### config.mk
export PLATFORM = sky130hd
export DESIGN_NAME = count_display_driver
export DESIGN_NICKNAME = d
export VERILOG_FILES = /design/src/rtl/count_display_driver.sv
export SDC_FILE = /design/constraint.sdc
export NUM_CORES = 1
export LEC_CHECK = 0
export ABC_AREA = 1
export CAP_MARGIN = 30
export CELL_PAD_IN_SITES_DETAIL_PLACEMENT = 0
export CELL_PAD_IN_SITES_GLOBAL_PLACEMENT = 1
export CORE_ASPECT_RATIO = 0.9
export CORE_MARGIN = 4
export CORE_UTILIZATION = 49
export CTS_CLUSTER_SIZE = 12
export DETAILED_ROUTE_END_ITERATION = 10
export DONT_BUFFER_PORTS = 1
export PLACE_DENSITY_LB_ADDON = 0.1
export SYNTH_ARGS = -nofsm -noshare
export SYNTH_HDL_FRONTEND = slang
export SYNTH_SLANG_ARGS = --single-unit
### constraint.sdc
create_clock -name clk -period 4 [get_ports clk]
set_input_delay 0.6 -clock clk [delete_from_list [all_inputs] [get_ports clk]]
set_output_delay 0.6 -clock clk [all_outputs]
set_load 0.005 [all_outputs]
### src/rtl/count_display_driver.sv
// Converts the counter value to BCD with a free-running 10-cycle double-dabble
// engine and scans it onto a 3-digit multiplexed 7-segment display.
module count_display_driver #(
  parameter int REFRESH_DIV    = 50000,
  parameter bit SEG_ACTIVE_LOW = 1'b1,
  parameter bit AN_ACTIVE_LOW  = 1'b1
) (
  input  logic       clk,
  input  logic       rst,
  input  logic [7:0] value_in,
  output logic [3:0] bcd_hund,
  output logic [3:0] bcd_tens,
  output logic [3:0] bcd_units,
  output logic       bcd_valid,
  output logic [6:0] seg,
  output logic [2:0] an
);

  localparam int CNT_W = (REFRESH_DIV > 1) ? $clog2(REFRESH_DIV) : 1;
  localparam logic [CNT_W-1:0] CNT_MAX = CNT_W'(REFRESH_DIV - 1);

  typedef enum logic [1:0] {
    S_IDLE,
    S_CONV,
    S_LOAD
  } convState_t;

  convState_t r_state;
  logic [7:0]  r_shift;
  logic [11:0] r_scratch;
  logic [2:0]  r_bitCnt;
  logic [3:0]  r_bcdHund;
  logic [3:0]  r_bcdTens;
  logic [3:0]  r_bcdUnits;
  logic        r_bcdValid;

  logic [CNT_W-1:0] r_refreshCnt;
  logic [1:0]       r_digitSel;
  logic [6:0]       r_seg;
  logic [2:0]       r_an;

  logic [11:0] w_adjusted;
  logic [19:0] w_shifted;
  logic [3:0]  w_digit;
  logic        w_blank;
  logic [6:0]  w_segRaw;
  logic [2:0]  w_anRaw;

  function automatic logic [3:0] add3(input logic [3:0] d);
    return (d >= 4'd5) ? d + 4'd3 : d;
  endfunction

  function automatic logic [6:0] segDecode(input logic [3:0] d);
    logic [6:0] s;
    case (d)
      4'd0:    s = 7'h3F;
      4'd1:    s = 7'h06;
      4'd2:    s = 7'h5B;
      4'd3:    s = 7'h4F;
      4'd4:    s = 7'h66;
      4'd5:    s = 7'h6D;
      4'd6:    s = 7'h7D;
      4'd7:    s = 7'h07;
      4'd8:    s = 7'h7F;
      4'd9:    s = 7'h6F;
      default: s = 7'h00;
    endcase
    return s;
  endfunction

  // One double-dabble step: correct each nibble, then shift scratch:shift left.
  assign w_adjusted = {add3(r_scratch[11:8]), add3(r_scratch[7:4]), add3(r_scratch[3:0])};
  assign w_shifted  = {w_adjusted[10:0], r_shift, 1'b0};

  always_ff @(posedge clk) begin
    if (rst) begin
      r_state    <= S_IDLE;
      r_shift    <= '0;
      r_scratch  <= '0;
      r_bitCnt   <= '0;
      r_bcdHund  <= '0;
      r_bcdTens  <= '0;
      r_bcdUnits <= '0;
      r_bcdValid <= 1'b0;
    end else begin
      r_bcdValid <= 1'b0;
      case (r_state)
        S_IDLE: begin
          r_shift   <= value_in;
          r_scratch <= '0;
          r_bitCnt  <= '0;
          r_state   <= S_CONV;
        end
        S_CONV: begin
          r_scratch <= w_shifted[19:8];
          r_shift   <= w_shifted[7:0];
          r_bitCnt  <= r_bitCnt + 3'd1;
          if (r_bitCnt == 3'd7) r_state <= S_LOAD;
        end
        S_LOAD: begin
          r_bcdHund  <= r_scratch[11:8];
          r_bcdTens  <= r_scratch[7:4];
          r_bcdUnits <= r_scratch[3:0];
          r_bcdValid <= 1'b1;
          r_state    <= S_IDLE;
        end
        default: r_state <= S_IDLE;
      endcase
    end
  end

  always_ff @(posedge clk) begin
    if (rst) begin
      r_refreshCnt <= '0;
      r_digitSel   <= 2'd0;
    end else if (r_refreshCnt == CNT_MAX) begin
      r_refreshCnt <= '0;
      r_digitSel   <= (r_digitSel == 2'd2) ? 2'd0 : r_digitSel + 2'd1;
    end else begin
      r_refreshCnt <= r_refreshCnt + CNT_W'(1);
    end
  end

  // Leading-zero blanking: units always lit so a value of 0 still shows "0".
  always_comb begin
    w_digit = r_bcdUnits;
    w_blank = 1'b0;
    w_anRaw = 3'b001;
    case (r_digitSel)
      2'd1: begin
        w_digit = r_bcdTens;
        w_blank = (r_bcdHund == 4'd0) && (r_bcdTens == 4'd0);
        w_anRaw = 3'b010;
      end
      2'd2: begin
        w_digit = r_bcdHund;
        w_blank = (r_bcdHund == 4'd0);
        w_anRaw = 3'b100;
      end
      default: ;
    endcase
    w_segRaw = w_blank ? 7'h00 : segDecode(w_digit);
  end

  always_ff @(posedge clk) begin
    if (rst) begin
      r_seg <= SEG_ACTIVE_LOW ? ~7'h3F : 7'h3F;
      r_an  <= AN_ACTIVE_LOW ? 3'b110 : 3'b001;
    end else begin
      r_seg <= SEG_ACTIVE_LOW ? ~w_segRaw : w_segRaw;
      r_an  <= AN_ACTIVE_LOW ? ~w_anRaw : w_anRaw;
    end
  end

  assign bcd_hund  = r_bcdHund;
  assign bcd_tens  = r_bcdTens;
  assign bcd_units = r_bcdUnits;
  assign bcd_valid = r_bcdValid;
  assign seg       = r_seg;
  assign an        = r_an;

endmodule

==> flow_summary.json <==
{
  "hpwl_mm": 4.74,
  "stdcell_count": 543,
  "htreeDepth": 3,
  "track_usage": 0.179,
  "period_share": 0.524,
  "cts_tree": "yes",
  "start_util": 0.503,
  "cp.required_ns": 4.25,
  "grt-ovfl-total": 0,
  "drtIter0Drc": 115,
  "layout-drive-gt1-share": 0.121,
  "grt_pass1_wl_mm": 11.5,
  "setup_violations": 0,
  "drt-pass1-iter-count": 4,
  "synthTopCellsByArea": "dfxtp_1 40%, nand2_1 12%, ha_1 6.8%, inv_1 6.7%, nand3_1 6.4%",
  "synth_cell_types": 38,
  "ys.flop_type": "dfxtp_1",
  "max_slew_margin": 0.481,
  "clock_skew_ns": 0.00788,
  "wirelength_mm": 6.63,
  "antenna_found_initial": 0,
  "yosysTopAreaCellShare": 0.401,
  "worst_skew_pair.late_latency_ns": 0.34,
  "hold_viol": 0,
  "leakage_nw": 1.49,
  "numCtsBuffers": 9,
  "grt_pass1_vias": 2518,
  "holdCritPathClass": "in2reg",
  "tightest_slew_ns": 0.778,
  "io_pins": 33,
  "clockBufferDepth": 2,
  "dp_cells": 527,
  "powerDensity_mw_per_mm2": 386,
  "path_class": "reg2reg",
  "die_w_um": 94.5,
  "n_antenna_cell": 0,
  "yosysTopAreaCell": "dfxtp_1",
  "cts.sink_count": 66,
  "fin_crit_ns": 2.10,
  "wl_per_cell_um": 12.2,
  "final_nets": 476,
  "final.setup.tns_ns": 0,
  "synth_edf_count": 0,
  "synth_async_sr_flop_share": 0,
  "syn_nets": 478,
  "clk_transition_reported_paths_ns": 0.07,
  "area.growth.synth_to_final_pct": 8.27,
  "ys_ff_latch": 66,
  "num_vias": 2727,
  "yosysWarningCount": 0,
  "fmax_mhz": 477,
  "grt_max_degree": 29,
  "cts-root-buf": "clkbuf_8",
  "synth-seq-area-share": 0.401,
  "cts_resized": 0,
  "status": "complete, no violations",
  "gp_congestion": 0.868,
  "slew_violations": 0,
  "core_sq_mm": 0.00655,
  "vdd_drop_max_mv": 0.233,
  "holdBufCountCts": 0,
  "endpoint_kind": "flip-flop",
  "antenna_left": 0,
  "netlist_area_sq_mm": 0.00330,
  "routed_via_density": 5.02,
  "rsz0062_at_grt": "false",
  "die_height_um": 85.8,
  "drcViolationCount": 0,
  "syn_inst": 450,
  "syn_avg_cell_area_sq_um": 7.33,
  "die_area_sq_mm": 0.00811,
  "max-cap-violations": 0,
  "path_max_fanout": 10,
  "postCtsSetupBuffers": 0,
  "rows": 28,
  "cp-start-kind": "flip-flop",
  "arrival_ns": 2.34,
  "io_buffers": 0
}
-- kinds of logic after synthesis --
family | after synthesis | share of synthesized area
and+or+nand+nor | 232 | 0.328
buffers and inverters | 78 | 0.0987
xor gates and xnor gates | 5 | 0.0133
AOI/OAI and AO/OA | 51 | 0.0911
adders and majority gates | 18 | 0.0683
DFF | 66 | 0.401
-- worst paths after layout --
| path | startpoint | endpoint | slack (ns) | cells after the start |
|---|---|---|---|---|
| hold reg to reg | r_scratch[11] | r_scratch[11] | 0.45 | 2 |
| setup reg to reg | r_digitSel[0] | seg[5] | 1.90 | 12 |
| setup / recovery | r_digitSel[0] | seg[5] | 1.90 | 12 |
| hold / removal | rst | r_bitCnt[2] | 0.31 | 1 |
-- sequential cells by signal (all words and copies together) (netlist names) --
register	count
bcd_valid	1
bcd_units	4
r_digitSel	2
r_refreshCnt	16
r_bitCnt	3
r_shift	8
bcd_hund	4
an	3
r_state	2
r_scratch	12
seg	7
bcd_tens	4
-- critical path: stages (launching register included) --
cell	delay, ns
dfxtp_1	0.37
inv_1	0.09
ha_1	0.41
or2_2	0.31
nand2_1	0.16
inv_1	0.09
ha_1	0.19
inv_1	0.05
nand3_1	0.09
nand2_1	0.08
nor2_1	0.04
nor2_1	0.09
nor2_1	0.04
-- through the flow --
step	cell area (sq um)	total power [mW]	hold slack, ns	setup WS (ns)	utilization
final	3570	1.38	0.311	1.90	0.545
after global routing	3570	1.44	0.283	1.71	0.545
after floorplan	3300	0.718	0.427	2.06	-
after global placement	3330	0.718	0.435	1.99	0.508
after CTS	3570	1.40	0.290	1.91	0.545
after detailed placement	3330	0.719	0.441	1.93	0.508
-- cell usage after synthesis (3+ instances only) --
| library cell | instances |
|---|---|
| buf_2 | 7 |
| xor2_1 | 3 |
| nand4_1 | 11 |
| o21ai_0 | 9 |
| o21ai_1 | 10 |
| inv_2 | 6 |
| nor2_2 | 8 |
| nand3_1 | 42 |
| clkbuf_1 | 3 |
| o211ai_1 | 4 |
| dfxtp_1 | 66 |
| ha_1 | 18 |
| nor3_1 | 5 |
| nor2_1 | 38 |
| a21oi_1 | 18 |
| nand2_1 | 103 |
| inv_1 | 59 |
| nand2_2 | 9 |
| a21oi_2 | 6 |
-- per-layer routing --
layer | up-vias | part of all wire | global-route usage
li1 | 1435 | - | -
met1 | 1230 | 0.48 | 0.219
met2 | 52 | 0.45 | 0.283
met3 | 10 | 0.062 | 0.0737
met4 | 0 | 0.014 | 0.0642
met5 | - | 0 | 0
-- layout make-up --
class / instances / area, sq um
clock inverters: 7 / 118
fillers: 677 / 2980
clock buffers: 9 / 124
well taps: 90 / 113
inverters: 65 / 244
flip-flops and latches: 66 / 1320
multi-input cells: 306 / 1650
-- power by group --
group | leakage (nW) | switching [mW] | total, mW | internal (mW)
Sequential | 0.534 | 0.00497 | 0.671 | 0.666
Combinational | 0.840 | 0.0229 | 0.0329 | 0.0100
Clock | 0.111 | 0.262 | 0.674 | 0.412
-- cells in the final DEF (no fill, tap or decap), types with 3 or more instances in the layout --
cell | netlist | final
a21oi_1 | 18 | 18
a21oi_2 | 6 | 6
bufinv_16 | 0 | 3
clkbuf_8 | 0 | 9
clkinvlp_4 | 0 | 3
dfxtp_1 | 66 | 66
ha_1 | 18 | 18
inv_1 | 59 | 59
inv_2 | 6 | 6
nand2_1 | 103 | 103
nand2_2 | 9 | 9
nand3_1 | 42 | 42
nand4_1 | 11 | 11
nor2_1 | 38 | 38
nor2_2 | 8 | 8
nor3_1 | 5 | 5
o211ai_1 | 4 | 4
o21ai_0 | 9 | 9
o21ai_1 | 10 | 10
xor2_1 | 3 | 3
(Power assumes the default switching activity.)
